## config.mk

```make
export PLATFORM = sky130hd
export DESIGN_NAME = clock_time_ctrl_flat
export DESIGN_NICKNAME = d
export VERILOG_FILES = /design/src/rtl/clock_time_ctrl_pkg.sv /design/src/rtl/clock_time_ctrl_if.sv /design/src/rtl/clock_time_ctrl_wrap_counter.sv /design/src/rtl/clock_time_ctrl.sv /design/src/flat_wrapper.sv
export SDC_FILE = /design/constraint.sdc
export NUM_CORES = 1
export LEC_CHECK = 0
export BUFFER_PORTS_ARGS = -buffer_cell sky130_fd_sc_hd__buf_2
export CAP_MARGIN = 20
export CORE_ASPECT_RATIO = 1.75
export CORE_UTILIZATION = 60
export CTS_CLUSTER_SIZE = 10
export DETAILED_ROUTE_END_ITERATION = 6
export PLACE_DENSITY = 0.8
export SLEW_MARGIN = 20
export SYNTH_ARGS = -nofsm -noshare
export SYNTH_HDL_FRONTEND = slang
export SYNTH_HIERARCHICAL = 1
export SYNTH_SLANG_ARGS = --single-unit
```

## constraint.sdc

```tcl
create_clock -name clk_100mhz -period 8.3 [get_ports clk_100mhz]
set_clock_uncertainty 0.15 [all_clocks]
set_input_delay 0.83 -clock clk_100mhz [delete_from_list [all_inputs] [get_ports clk_100mhz]]
set_output_delay 0.83 -clock clk_100mhz [all_outputs]
set_load 0.005 [all_outputs]
```

## src/rtl/clock_time_ctrl_pkg.sv

```systemverilog
// Shared definitions for the digital-clock timekeeping slice: mode encodings,
// field limits and widths, and the mode-sequencing helper.
package clock_pkg;

  typedef enum logic [1:0] {
    MODE_RUN      = 2'd0,
    MODE_SET_HOUR = 2'd1,
    MODE_SET_MIN  = 2'd2,
    MODE_SET_SEC  = 2'd3
  } mode_e;

  localparam int SEC_MAX = 59;
  localparam int MIN_MAX = 59;
  localparam int HOUR_W  = 5;
  localparam int MIN_W   = 6;
  localparam int SEC_W   = 6;

  function automatic mode_e mode_after(input mode_e cur);
    mode_e nxt;
    case (cur)
      MODE_RUN:      nxt = MODE_SET_HOUR;
      MODE_SET_HOUR: nxt = MODE_SET_MIN;
      MODE_SET_MIN:  nxt = MODE_SET_SEC;
      MODE_SET_SEC:  nxt = MODE_RUN;
      default:       nxt = MODE_RUN;
    endcase
    return nxt;
  endfunction

endpackage

```

## src/rtl/clock_time_ctrl_if.sv

```systemverilog
// Bundle of timebase, button and display signals around the time controller.
interface clock_time_ctrl_if;
  import clock_pkg::*;

  logic              sec_lvl;
  logic              gen_rst;
  logic              btn_mode;
  logic              btn_inc;
  logic              btn_dec;
  logic [HOUR_W-1:0] hour;
  logic [MIN_W-1:0]  min;
  logic [SEC_W-1:0]  sec;
  logic [1:0]        mode;
  logic              blink;

  modport slave (
    input  sec_lvl, btn_mode, btn_inc, btn_dec,
    output gen_rst, hour, min, sec, mode, blink
  );

  modport master (
    output sec_lvl, btn_mode, btn_inc, btn_dec,
    input  gen_rst, hour, min, sec, mode, blink
  );

endinterface

```

## src/rtl/clock_time_ctrl_wrap_counter.sv

```systemverilog
// Modulo-(MAX+1) up/down counter with a same-cycle carry on increment wrap,
// so chained fields roll over together on one edge.
module wrap_counter #(
  parameter int WIDTH = 6,
  parameter int MAX   = 59
) (
  input  logic             clk_100mhz,
  input  logic             rst_100mhz,
  input  logic             inc,
  input  logic             dec,
  input  logic             clr,
  output logic [WIDTH-1:0] value,
  output logic             carry
);

  localparam logic [WIDTH-1:0] MAX_V = WIDTH'(MAX);

  logic [WIDTH-1:0] value_r;
  logic             at_max_s;
  logic             at_zero_s;

  assign at_max_s  = (value_r == MAX_V);
  assign at_zero_s = (value_r == {WIDTH{1'b0}});
  // Opposing requests cancel, so carry needs inc alone.
  assign carry     = inc & ~dec & ~clr & at_max_s;
  assign value     = value_r;

  // Field register with wrap in both directions.
  always_ff @(posedge clk_100mhz or posedge rst_100mhz) begin
    if (rst_100mhz) begin
      value_r <= {WIDTH{1'b0}};
    end else if (clr) begin
      value_r <= {WIDTH{1'b0}};
    end else if (inc && !dec) begin
      value_r <= at_max_s ? {WIDTH{1'b0}} : value_r + WIDTH'(1);
    end else if (dec && !inc) begin
      value_r <= at_zero_s ? MAX_V : value_r - WIDTH'(1);
    end else begin
      value_r <= value_r;
    end
  end

endmodule

```

## src/rtl/clock_time_ctrl.sv

```systemverilog
// Timekeeping and time-set controller: counts 1 Hz toggles in RUN, edits
// fields in set modes, holds the timebase generator in reset while editing.
module clock_time_ctrl
  import clock_pkg::*;
#(
  parameter int BLINK_HALF = 25_000_000,
  parameter int HOUR_MAX   = 23
) (
  input logic              clk_100mhz,
  input logic              rst_100mhz,
  clock_time_ctrl_if.slave bus
);

  localparam int BW = (BLINK_HALF > 1) ? $clog2(BLINK_HALF) : 1;
  localparam logic [BW-1:0] BLINK_LAST = BW'(BLINK_HALF - 1);

  mode_e          state_r;
  mode_e          next_state_s;
  logic           sec_lvl_q_r;
  logic           gen_rst_r;
  logic           blink_r;
  logic [BW-1:0]  blink_cnt_r;

  logic tick_s, run_s, edit_inc_s, edit_dec_s, press_s;
  logic sec_inc_s, sec_dec_s, min_inc_s, min_dec_s, hour_inc_s, hour_dec_s;
  logic sec_carry_s, min_carry_s;

  assign tick_s     = bus.sec_lvl ^ sec_lvl_q_r;
  assign run_s      = (state_r == MODE_RUN);
  // A mode press or a simultaneous inc+dec suppresses the edit.
  assign edit_inc_s = ~run_s & ~bus.btn_mode & bus.btn_inc & ~bus.btn_dec;
  assign edit_dec_s = ~run_s & ~bus.btn_mode & bus.btn_dec & ~bus.btn_inc;
  assign press_s    = bus.btn_inc | bus.btn_dec;

  assign sec_inc_s  = (run_s & tick_s) | ((state_r == MODE_SET_SEC) & edit_inc_s);
  assign sec_dec_s  = (state_r == MODE_SET_SEC) & edit_dec_s;
  assign min_inc_s  = (run_s & sec_carry_s) | ((state_r == MODE_SET_MIN) & edit_inc_s);
  assign min_dec_s  = (state_r == MODE_SET_MIN) & edit_dec_s;
  assign hour_inc_s = (run_s & min_carry_s) | ((state_r == MODE_SET_HOUR) & edit_inc_s);
  assign hour_dec_s = (state_r == MODE_SET_HOUR) & edit_dec_s;

  // Next mode: each press advances one step around the ring.
  always_comb begin
    next_state_s = state_r;
    if (bus.btn_mode) begin
      next_state_s = mode_after(state_r);
    end else begin
      next_state_s = state_r;
    end
  end

  // Mode register, generator hold and second-edge history.
  always_ff @(posedge clk_100mhz or posedge rst_100mhz) begin
    if (rst_100mhz) begin
      state_r     <= MODE_RUN;
      gen_rst_r   <= 1'b0;
      sec_lvl_q_r <= 1'b0;
    end else begin
      state_r     <= next_state_s;
      gen_rst_r   <= (next_state_s != MODE_RUN);
      sec_lvl_q_r <= bus.sec_lvl;
    end
  end

  // Edit-field blink: restarts on mode change or press so edits stay visible.
  always_ff @(posedge clk_100mhz or posedge rst_100mhz) begin
    if (rst_100mhz) begin
      blink_cnt_r <= {BW{1'b0}};
      blink_r     <= 1'b0;
    end else if (run_s || (next_state_s != state_r) || press_s) begin
      blink_cnt_r <= {BW{1'b0}};
      blink_r     <= 1'b0;
    end else if (blink_cnt_r == BLINK_LAST) begin
      blink_cnt_r <= {BW{1'b0}};
      blink_r     <= ~blink_r;
    end else begin
      blink_cnt_r <= blink_cnt_r + BW'(1);
      blink_r     <= blink_r;
    end
  end

  wrap_counter #(.WIDTH(SEC_W), .MAX(SEC_MAX)) u_sec (
    .clk_100mhz (clk_100mhz),
    .rst_100mhz (rst_100mhz),
    .inc        (sec_inc_s),
    .dec        (sec_dec_s),
    .clr        (1'b0),
    .value      (bus.sec),
    .carry      (sec_carry_s)
  );

  wrap_counter #(.WIDTH(MIN_W), .MAX(MIN_MAX)) u_min (
    .clk_100mhz (clk_100mhz),
    .rst_100mhz (rst_100mhz),
    .inc        (min_inc_s),
    .dec        (min_dec_s),
    .clr        (1'b0),
    .value      (bus.min),
    .carry      (min_carry_s)
  );

  wrap_counter #(.WIDTH(HOUR_W), .MAX(HOUR_MAX)) u_hour (
    .clk_100mhz (clk_100mhz),
    .rst_100mhz (rst_100mhz),
    .inc        (hour_inc_s),
    .dec        (hour_dec_s),
    .clr        (1'b0),
    .value      (bus.hour),
    .carry      ()
  );

  assign bus.mode    = state_r;
  assign bus.gen_rst = gen_rst_r;
  assign bus.blink   = blink_r;

endmodule

```

## src/flat_wrapper.sv

```systemverilog
// flat-port wrapper written by rule: the top's interface ports become plain ports
module clock_time_ctrl_flat import clock_pkg::*;
#(
  parameter int BLINK_HALF = 25_000_000,
  parameter int HOUR_MAX   = 23
)
  (clk_100mhz, rst_100mhz, bus_sec_lvl, bus_btn_mode, bus_btn_inc, bus_btn_dec, bus_gen_rst, bus_hour, bus_min, bus_sec, bus_mode, bus_blink);
  clock_time_ctrl_if bus_i ();
  input logic clk_100mhz;
  input logic rst_100mhz;
  input wire logic [$bits(bus_i.sec_lvl)-1:0] bus_sec_lvl;
  input wire logic [$bits(bus_i.btn_mode)-1:0] bus_btn_mode;
  input wire logic [$bits(bus_i.btn_inc)-1:0] bus_btn_inc;
  input wire logic [$bits(bus_i.btn_dec)-1:0] bus_btn_dec;
  output wire logic [$bits(bus_i.gen_rst)-1:0] bus_gen_rst;
  output wire logic [$bits(bus_i.hour)-1:0] bus_hour;
  output wire logic [$bits(bus_i.min)-1:0] bus_min;
  output wire logic [$bits(bus_i.sec)-1:0] bus_sec;
  output wire logic [$bits(bus_i.mode)-1:0] bus_mode;
  output wire logic [$bits(bus_i.blink)-1:0] bus_blink;
  assign bus_i.sec_lvl = bus_sec_lvl;
  assign bus_i.btn_mode = bus_btn_mode;
  assign bus_i.btn_inc = bus_btn_inc;
  assign bus_i.btn_dec = bus_btn_dec;
  assign bus_gen_rst = bus_i.gen_rst;
  assign bus_hour = bus_i.hour;
  assign bus_min = bus_i.min;
  assign bus_sec = bus_i.sec;
  assign bus_mode = bus_i.mode;
  assign bus_blink = bus_i.blink;
  clock_time_ctrl #(.BLINK_HALF(BLINK_HALF), .HOUR_MAX(HOUR_MAX)) u_core (.clk_100mhz(clk_100mhz), .rst_100mhz(rst_100mhz), .bus(bus_i));
endmodule
```

==> results of run 1 <==
[power breakdown]
group          internal (mW)  total [mW]  switching, mW
clock network         0.0976       0.179         0.0813
logic                  0.111       0.256          0.145
registers              0.251       0.297         0.0461
[flip-flops by register name (all words and copies together), names as in the netlist]
signal / flops
u_core/u_min/value: 6
u_core/bus.blink: 1
u_core/bus.gen_rst: 1
u_core/u_hour/value: 5
u_core/blink_cnt_r: 25
u_core/sec_lvl_q_r: 1
u_core/u_sec/value: 6
u_core/bus.mode: 2
[path summary, 6_finish.rpt]
check,startpoint,endpoint,slack [ns],cells after the start
setup / recovery,bus_btn_mode,u_core/u_hour/value[4]$_DFFE_PP0P_,3.65,16
setup reg to reg,u_core/bus.mode[0]$_DFF_PP0_,u_core/u_hour/value[4]$_DFFE_PP0P_,3.77,15
max in group asynchronous,rst_100mhz,u_core/blink_cnt_r[11]$_DFF_PP0_,7.10,2
min in group clk_100mhz,u_core/blink_cnt_r[0]$_DFF_PP0_,u_core/blink_cnt_r[0]$_DFF_PP0_,0.36,1
hold reg to reg,u_core/blink_cnt_r[0]$_DFF_PP0_,u_core/blink_cnt_r[0]$_DFF_PP0_,0.36,1
hold / removal,rst_100mhz,u_core/u_hour/value[1]$_DFFE_PP0P_,0.30,2
[metrics by stage]
| stage | util, % | worst slack [ns] |
|---|---|---|
| 2_1_floorplan | - | 4.28 |
| 3_3_place_gp | 65.8 | 3.60 |
| 3_5_place_dp | 65.8 | 3.39 |
| 4_1_cts | 68.0 | 3.71 |
| 5_1_grt | 68.0 | 3.04 |
| 6_report | 68.0 | 3.65 |
[layer usage]
metal / track usage (%) / up-vias / share of wire [%]
met5: 0 / - / 0
met4: 15.6 / 0 / 3.2
met3: 4.11 / 22 / 3.4
met2: 53.5 / 79 / 55
met1: 30.2 / 1414 / 38
li1: - / 1414 / -
[cell type report]
class                      count  area [sq um]  share of cell area (%)
tap                           74          92.6                    2.55
inverter                      17          63.8                    1.76
multi-input combinational    300          2040                    56.3
timing repair buffer          27           138                    3.79
sequential                    47          1180                    32.4
clock buffer                   6          82.6                    2.27
clock inverter                 2          35.0                   0.965
[critical path, stage by stage]
cell and delay, ns:
buf_2 0.14, nor3b_1 0.35, nand2_1 0.09, o21ai_0 0.56, nand2b_1 0.37, nor3_1 0.25
nand2_1 0.07, o21ai_0 0.30, nand2b_1 0.40, nor3_1 0.26, nand2_1 0.07, o21ai_0 0.16
nor2b_4 0.28, and3_4 0.22, nor3_2 0.04, a2111oi_2 0.32
==> impl_metrics.py, run 1 <==
metrics = {
    "floorplan": {
        "fp.dieH_um": 101,
        "initial_core_util_pct": 63.0,
        "row_count": 35,
        "die_w_um": 58.6,
        "core-area_sq_um": 5340,
        "die_area_sq_um": 5920,
        "io_pins": 27,
    },
    "route": {
        "vias_per_cell": 6.19,
        "drc_errors": 0,
        "routedWlPerCell_um": 16.4,
        "antenna_left": 0,
        "wl_um": 7770,
        "first_iter_violations": 110,
        "vias": 2929,
        "drtPass1Iterations": 6,
    },
    "global_routing": {
        "grt_pass1_wl_um": 13200,
        "first_global_vias": 2966,
        "grt_start_max_net_pins": 31,
        "grtUsageTotal_pct": 28.9,
        "globalRouteOverflowTotal": 0,
        "antenna_found_initial": 0,
    },
    "placement": {
        "placed_area_sq_um": 3510,
        "dp.final_hpwl_um": 5680,
        "routabilityCongestion": 0.937,
        "place_inst": 465,
        "numPortBuffers": 26,
    },
    "sta": {
        "final_max_slew_viol_count": 0,
        "hold_ws_ns": 0.296,
        "finalHoldViolations": 0,
        "rsz0062_at_grt": "false",
        "setup-tns-final_ns": 0,
        "period_share_pct": 56.1,
        "period_needed_ns": 4.65,
        "setup_viol": 0,
        "slew_headroom_pct": 42.5,
        "timing.fmax_mhz": 215,
        "worstMarginPinSlew_ns": 0.862,
    },
    "finish": {
        "finalNonFillerCells": 473,
        "area_delta_synth_final_pct": 7.88,
        "nNetsFinal": 417,
        "n_fill_cell": 472,
        "final_common_cell": "dfrtp_1",
        "postLayoutCellArea_sq_um": 3630,
        "drive_gt1_share_pct": 15.3,
        "diodes": 0,
        "final_cell_mix": "dfrtp_1, nor3_1, buf_2, nand2_1",
    },
    "clocking": {
        "insertion_delay_ns": 0.31,
        "cts_num_sinks": 47,
        "cts.clk_slew.worst_paths_ns": 0.09,
        "postCtsSetupBuffers": 0,
        "cts_htree_levels": 2,
        "ctsHoldBuffers": 0,
        "tritoncts": "done",
        "cts_root_buffer": "clkbuf_8",
        "clk_path_buf_depth": 2,
        "cts_buffers": 5,
        "cts_resized": 0,
    },
    "power": {
        "power.leakage_nw": 1.45,
        "power.density_nw_per_um2": 202,
        "total_power_mw": 0.732,
        "ir_drop_mv": 0.130,
    },
    "status": {
        "status": "finished, final reports clean",
    },
    "critical_path": {
        "crit_required_ns": 8.35,
        "crit_fanout": 10,
        "cp-start-kind": "input port",
        "crit_arrival_ns": 4.71,
        "critPathCaptureType": "flip-flop",
        "crit_type": "input port to flip-flop",
    },
    "worst_hold_path": {
        "worstHoldPathType": "input port to asynchronous set/reset pin",
    },
    "job": {
        "drv_cap": 0,
    },
    "synthesis": {
        "syn_area_sq_um": 3370,
        "synth_warnings": 6,
        "synthCells": 373,
        "synth.avg_cell_area_sq_um": 9.02,
    },
}
No activity file was read; power rests on OpenSTA's default activity.
==> inputs of run 2 (changes only) <==
Settings changed: ABC_AREA from default to 1.
Clock period 8.3 ns to 4.4 ns, I/O delays scaled along.
==> impl_metrics.py, run 2 <==
metrics = {
    "clocking": {
        "clk_path_buf_depth": 2,
        "cts.clk_slew.worst_paths_ns": 0.08,
        "ctsHoldBuffers": 1,
        "cts_num_sinks": 47,
        "tritoncts": "done",
        "cts_root_buffer": "clkbuf_8",
        "cts_resized": 0,
        "cts_htree_levels": 2,
        "postCtsSetupBuffers": 0,
        "cts_buffers": 5,
        "insertion_delay_ns": 0.29,
    },
    "finish": {
        "n_fill_cell": 494,
        "utilization_pct": 67.8,
        "finalNonFillerCells": 611,
        "final_common_cell": "nand2_1",
        "diodes": 0,
        "area_delta_synth_final_pct": 9.37,
        "largest-register": "u_core/blink_cnt_r",
        "nNetsFinal": 554,
        "drive_gt1_share_pct": 15.9,
        "postLayoutCellArea_sq_um": 3750,
        "largest_reg_flops": 25,
        "final_cell_mix": "nand2_1, nor2_1, inv_1, dfrtp_1, nand3_1",
    },
    "sta": {
        "period_needed_ns": 3.31,
        "setup-tns-final_ns": 0,
        "setup_viol": 0,
        "final_max_slew_viol_count": 0,
        "rsz0062_at_grt": "false",
        "finalHoldViolations": 0,
        "period_share_pct": 75.2,
        "timing.fmax_mhz": 302,
    },
    "critical_path": {
        "crit_type": "flip-flop to flip-flop",
        "critPathCaptureType": "flip-flop",
        "reg2reg_slack_ns": 1.09,
        "worst_path_max_delay_cell": "dfrtp_1",
        "cp_common_cell": "nand2_1",
        "max_stage_delay_ns": 0.43,
        "crit_fanout": 6,
        "crit_required_ns": 4.49,
        "crit_arrival_ns": 3.40,
        "cp-start-kind": "flip-flop",
    },
    "route": {
        "wl_met3_um": 243,
        "vias_per_cell": 5.23,
        "wl_met1_um": 2920,
        "antenna_left": 0,
        "wl_um": 7550,
        "first_iter_violations": 179,
        "vias": 3194,
        "drtPass1Iterations": 6,
        "met2_length_um": 4160,
        "drc_errors": 0,
        "top_layer_used": "met4",
        "routedWlPerCell_um": 12.4,
    },
    "synthesis": {
        "syn_area_sq_um": 3430,
        "synth.avg_cell_area_sq_um": 6.92,
        "synth_warnings": 6,
        "synthCells": 496,
    },
    "status": {
        "status": "finished, final reports clean",
    },
    "power": {
        "power.leakage_nw": 1.73,
        "power_frac_seq_pct": 42.9,
        "ir_drop_mv": 0.293,
        "clkPwrFrac_pct": 17.7,
        "power_frac_comb_pct": 39.5,
        "power.density_nw_per_um2": 392,
        "power.internal_mw": 0.839,
        "p_switching_mw": 0.633,
        "sw_frac_of_total_pct": 43.0,
    },
    "floorplan": {
        "io_pins": 27,
        "initial_core_util_pct": 61.9,
        "die_area_sq_um": 6040,
        "fp.dieH_um": 102,
        "die_w_um": 59.2,
        "row_count": 36,
        "core-area_sq_um": 5540,
    },
    "global_routing": {
        "first_global_vias": 3081,
        "grt_pass1_wl_um": 13000,
        "grt_start_max_net_pins": 27,
        "globalRouteOverflowTotal": 0,
        "antenna_found_initial": 0,
        "grtUsageTotal_pct": 27.9,
    },
    "placement": {
        "numPortBuffers": 26,
        "place_inst": 603,
        "routabilityCongestion": 0.927,
        "placed_area_sq_um": 3660,
        "dp.final_hpwl_um": 5890,
    },
    "job": {
        "drv_cap": 0,
    },
    "worst_hold_path": {
        "worstHoldPathType": "input port to flip-flop",
    },
}
run 2: changes by cell type in the layout (fill, tap and decap cells not counted), moves of 11 or more:
| cell | previous run | this run |
|---|---|---|
| a211oi_1 | 15 | 0 |
| nand2_2 | 0 | 11 |
| nand2_1 | 20 | 115 |
| inv_1 | 15 | 62 |
| nor3_1 | 31 | 5 |
| nor2_2 | 0 | 13 |
| nor2_1 | 18 | 87 |
| xnor2_1 | 17 | 5 |
| nand3_1 | 16 | 43 |
| a21oi_1 | 4 | 18 |
run 2: area by class of cell:
class | instances | area (sq um) | area share, %
clock buffers | 6 | 82.6 | 2.20
well taps | 76 | 95.1 | 2.53
inverters | 70 | 265 | 7.07
clock inverters | 1 | 5.00 | 0.133
repair buffers | 28 | 148 | 3.93
multi-input cells | 383 | 1980 | 52.8
flip-flops and latches | 47 | 1180 | 31.3
run 2: worst max-delay path, delay by kind of cell (launching register included):
kind            cells  cell delay [ns]
buf+inv             4             0.41
flops               1             0.43
simple gates       17             1.55
compound gates      3             0.43
fa+ha+maj           1             0.25
run 2: path summary, 6_finish.rpt:
kind | cells past startpoint | to | start
setup / recovery | 25 | u_core/u_hour/value[3]$_DFFE_PP0P_ | u_core/bus.mode[0]$_DFF_PP0_
hold / removal | 1 | u_core/sec_lvl_q_r$_DFF_PP0_ | bus_sec_lvl
setup reg to reg | 25 | u_core/u_hour/value[3]$_DFFE_PP0P_ | u_core/bus.mode[0]$_DFF_PP0_
hold reg to reg | 1 | u_core/blink_cnt_r[0]$_DFF_PP0_ | u_core/blink_cnt_r[0]$_DFF_PP0_
max in group asynchronous | 4 | u_core/blink_cnt_r[0]$_DFF_PP0_ | rst_100mhz
min in group asynchronous | 3 | u_core/bus.mode[1]$_DFF_PP0_ | rst_100mhz
run 2: per-layer routing:
metal	global-route usage (%)	vias to the layer above
met5	0	-
met4	11.9	0
met3	2.91	20
met2	52.0	87
met1	31.0	1468
li1	-	1619
run 2: metrics by stage:
stage | hold WS, ns | power [mW] | setup slack, ns
2_1_floorplan | 0.0685 | 1.06 | 1.51
3_3_place_gp | 0.253 | 1.20 | 1.25
3_5_place_dp | 0.255 | 1.22 | 1.13
4_1_cts | 0.117 | 1.48 | 1.11
5_1_grt | 0.114 | 1.59 | 0.655
6_report | 0.122 | 1.47 | 1.09
run 2: power by group through the flow:
stage	sequential (mW)	clock [mW]	combinational, mW
floorplan	0.590	0	0.468
global placement	0.636	0	0.565
detailed placement	0.641	0	0.575
CTS	0.631	0.265	0.580
global route	0.646	0.285	0.663
finish	0.631	0.260	0.581
==> inputs of run 3 (changes only) <==
Clock period 4.4 ns to 3.1 ns, I/O delays scaled along.
==> impl_metrics.py, run 3 (synthesis results as in run 2) <==
metrics = {
    "status": {
        "status": "finished, final reports clean",
    },
    "sta": {
        "hold_ws_ns": 0.229,
        "setup-tns-final_ns": 0,
        "period_share_pct": 93.8,
        "timing.fmax_mhz": 344,
        "final_max_slew_viol_count": 0,
        "worst_slack_ns": 0.192,
        "setup_viol": 0,
        "finalHoldViolations": 0,
        "period_needed_ns": 2.91,
    },
    "finish": {
        "finalNonFillerCells": 618,
        "final_cell_mix": "nand2_1, nor2_1, inv_1, dfrtp_1, nand3_1",
        "final_common_cell": "nand2_1",
        "regArea_sq_um": 1180,
        "largest-register": "u_core/blink_cnt_r",
        "postLayoutCellArea_sq_um": 3920,
        "diodes": 0,
        "largest_reg_flops": 25,
        "drive_gt1_share_pct": 19.2,
        "n_fill_cell": 479,
        "multi_input_area_sq_um": 2050,
        "area_delta_synth_final_pct": 14.1,
        "nNetsFinal": 560,
        "utilization_pct": 70.7,
    },
    "power": {
        "power.leakage_nw": 1.79,
        "power.density_nw_per_um2": 605,
        "ir_drop_mv": 0.428,
        "total_power_mw": 2.37,
    },
    "route": {
        "wl_um": 8020,
        "vias": 3243,
        "first_iter_violations": 139,
        "drtPass1Iterations": 4,
        "drc_errors": 0,
        "vias_per_cell": 5.25,
        "routedWlPerCell_um": 13.0,
        "antenna_left": 0,
    },
    "clocking": {
        "clk_path_buf_depth": 2,
        "cts.clk_slew.worst_paths_ns": 0.09,
        "cts_buffers": 5,
        "cts_htree_levels": 2,
        "insertion_delay_ns": 0.31,
        "cts_num_sinks": 47,
        "cts_root_buffer": "clkbuf_8",
        "tritoncts": "done",
    },
    "placement": {
        "place_inst": 607,
        "numPortBuffers": 26,
        "place_ws_ns": -0.00915,
        "routabilityCongestion": 0.963,
        "placed_area_sq_um": 3690,
        "dp.final_hpwl_um": 6150,
    },
    "floorplan": {
        "die_w_um": 59.2,
        "die_area_sq_um": 6040,
        "initial_core_util_pct": 61.9,
        "io_pins": 27,
        "row_count": 36,
        "fp.dieH_um": 102,
        "core-area_sq_um": 5540,
    },
    "global_routing": {
        "first_global_vias": 3031,
        "antenna_found_initial": 0,
        "grt_pass1_wl_um": 13000,
        "grt_start_max_net_pins": 21,
        "globalRouteOverflowTotal": 0,
        "grtUsageTotal_pct": 28.2,
    },
    "critical_path": {
        "crit_type": "flip-flop to flip-flop",
        "critPathCaptureType": "flip-flop",
        "crit_fanout": 6,
        "worst_path_max_delay_cell": "dfrtp_1",
        "crit_required_ns": 3.18,
        "cp_top_family": "simple AND/OR/NAND/NOR gates",
        "max_stage_delay_ns": 0.38,
        "path_cells": "inv_2, ha_4, nor2_4, nand2_4, o22ai_2, inv_2, nor2_4, nand2_2, nor2_2, nand2_1, o21ai_1, inv_1, nor2_4, nand2_2, nor2_2, nand2_2, o21ai_4, nand2_4, a21oi_2, nand3_1, o21ai_1",
        "cp-start-kind": "flip-flop",
        "crit_buf_inv": 3,
        "crit_arrival_ns": 2.99,
    },
    "job": {
        "drv_cap": 0,
    },
    "worst_hold_path": {
        "worstHoldPathType": "input port to flip-flop",
    },
}
==> run 3: cell count changes in the layout (fill, tap and decap cells not counted), moves of 2 or more <==
cell	change
nand2_1	-4
bufinv_16	+2
nand2_2	+2
o21ai_0	-2
nor2_2	+2
buf_4	+5
nand2_4	+2
nor2_1	-3
inv_1	-3
inv_2	+2
==> run 3: metal layers <==
layer	GRT usage, %	part of all wire, %	up-vias
met5	0	0	-
li1	-	-	1640
met1	29.6	37	1496
met3	3.42	3.9	21
met2	53.2	55	86
met4	14.5	3.3	0
==> run 3: path summary, 6_finish.rpt <==
| path | startpoint | endpoint | slack [ns] | depth (start not counted) |
|---|---|---|---|---|
| worst max-delay path | u_core/bus.mode[1]$_DFF_PP0_ | u_core/u_hour/value[4]$_DFFE_PP0P_ | 0.19 | 21 |
| worst min-delay path | bus_btn_mode | u_core/bus.mode[1]$_DFF_PP0_ | 0.23 | 2 |
| worst max register to register | u_core/bus.mode[1]$_DFF_PP0_ | u_core/u_hour/value[4]$_DFFE_PP0P_ | 0.19 | 21 |
| worst min register to register | u_core/blink_cnt_r[0]$_DFF_PP0_ | u_core/blink_cnt_r[0]$_DFF_PP0_ | 0.31 | 1 |
| max in group asynchronous | rst_100mhz | u_core/blink_cnt_r[1]$_DFF_PP0_ | 1.73 | 4 |
| min in group asynchronous | rst_100mhz | u_core/u_hour/value[4]$_DFFE_PP0P_ | 0.35 | 3 |
==> run 3: final cells by class <==
class	count	area share [%]
clock buffers	6	1.85
multi-input cells	383	52.3
inverters	70	6.84
well taps	76	2.43
repair buffers	34	4.99
clock inverters	2	1.53
flip-flops and latches	47	30.0
==> run 3: what timing repair did <==
item,4_1_cts,5_1_grt
endpoints found under the hold margin,28,0
pin swaps,0,9
buffers inserted,0,1
setup endpoints to repair,3,5
resized for setup,2,20
hold buffers,2,0
==> run 3: report_power, final <==
| group | leakage (nW) | total [mW] | switching [mW] | internal [mW] |
|---|---|---|---|---|
| Sequential | 0.627 | 0.873 | 0.174 | 0.698 |
| Combinational | 1.10 | 0.967 | 0.589 | 0.378 |
| Clock | 0.0654 | 0.530 | 0.207 | 0.322 |
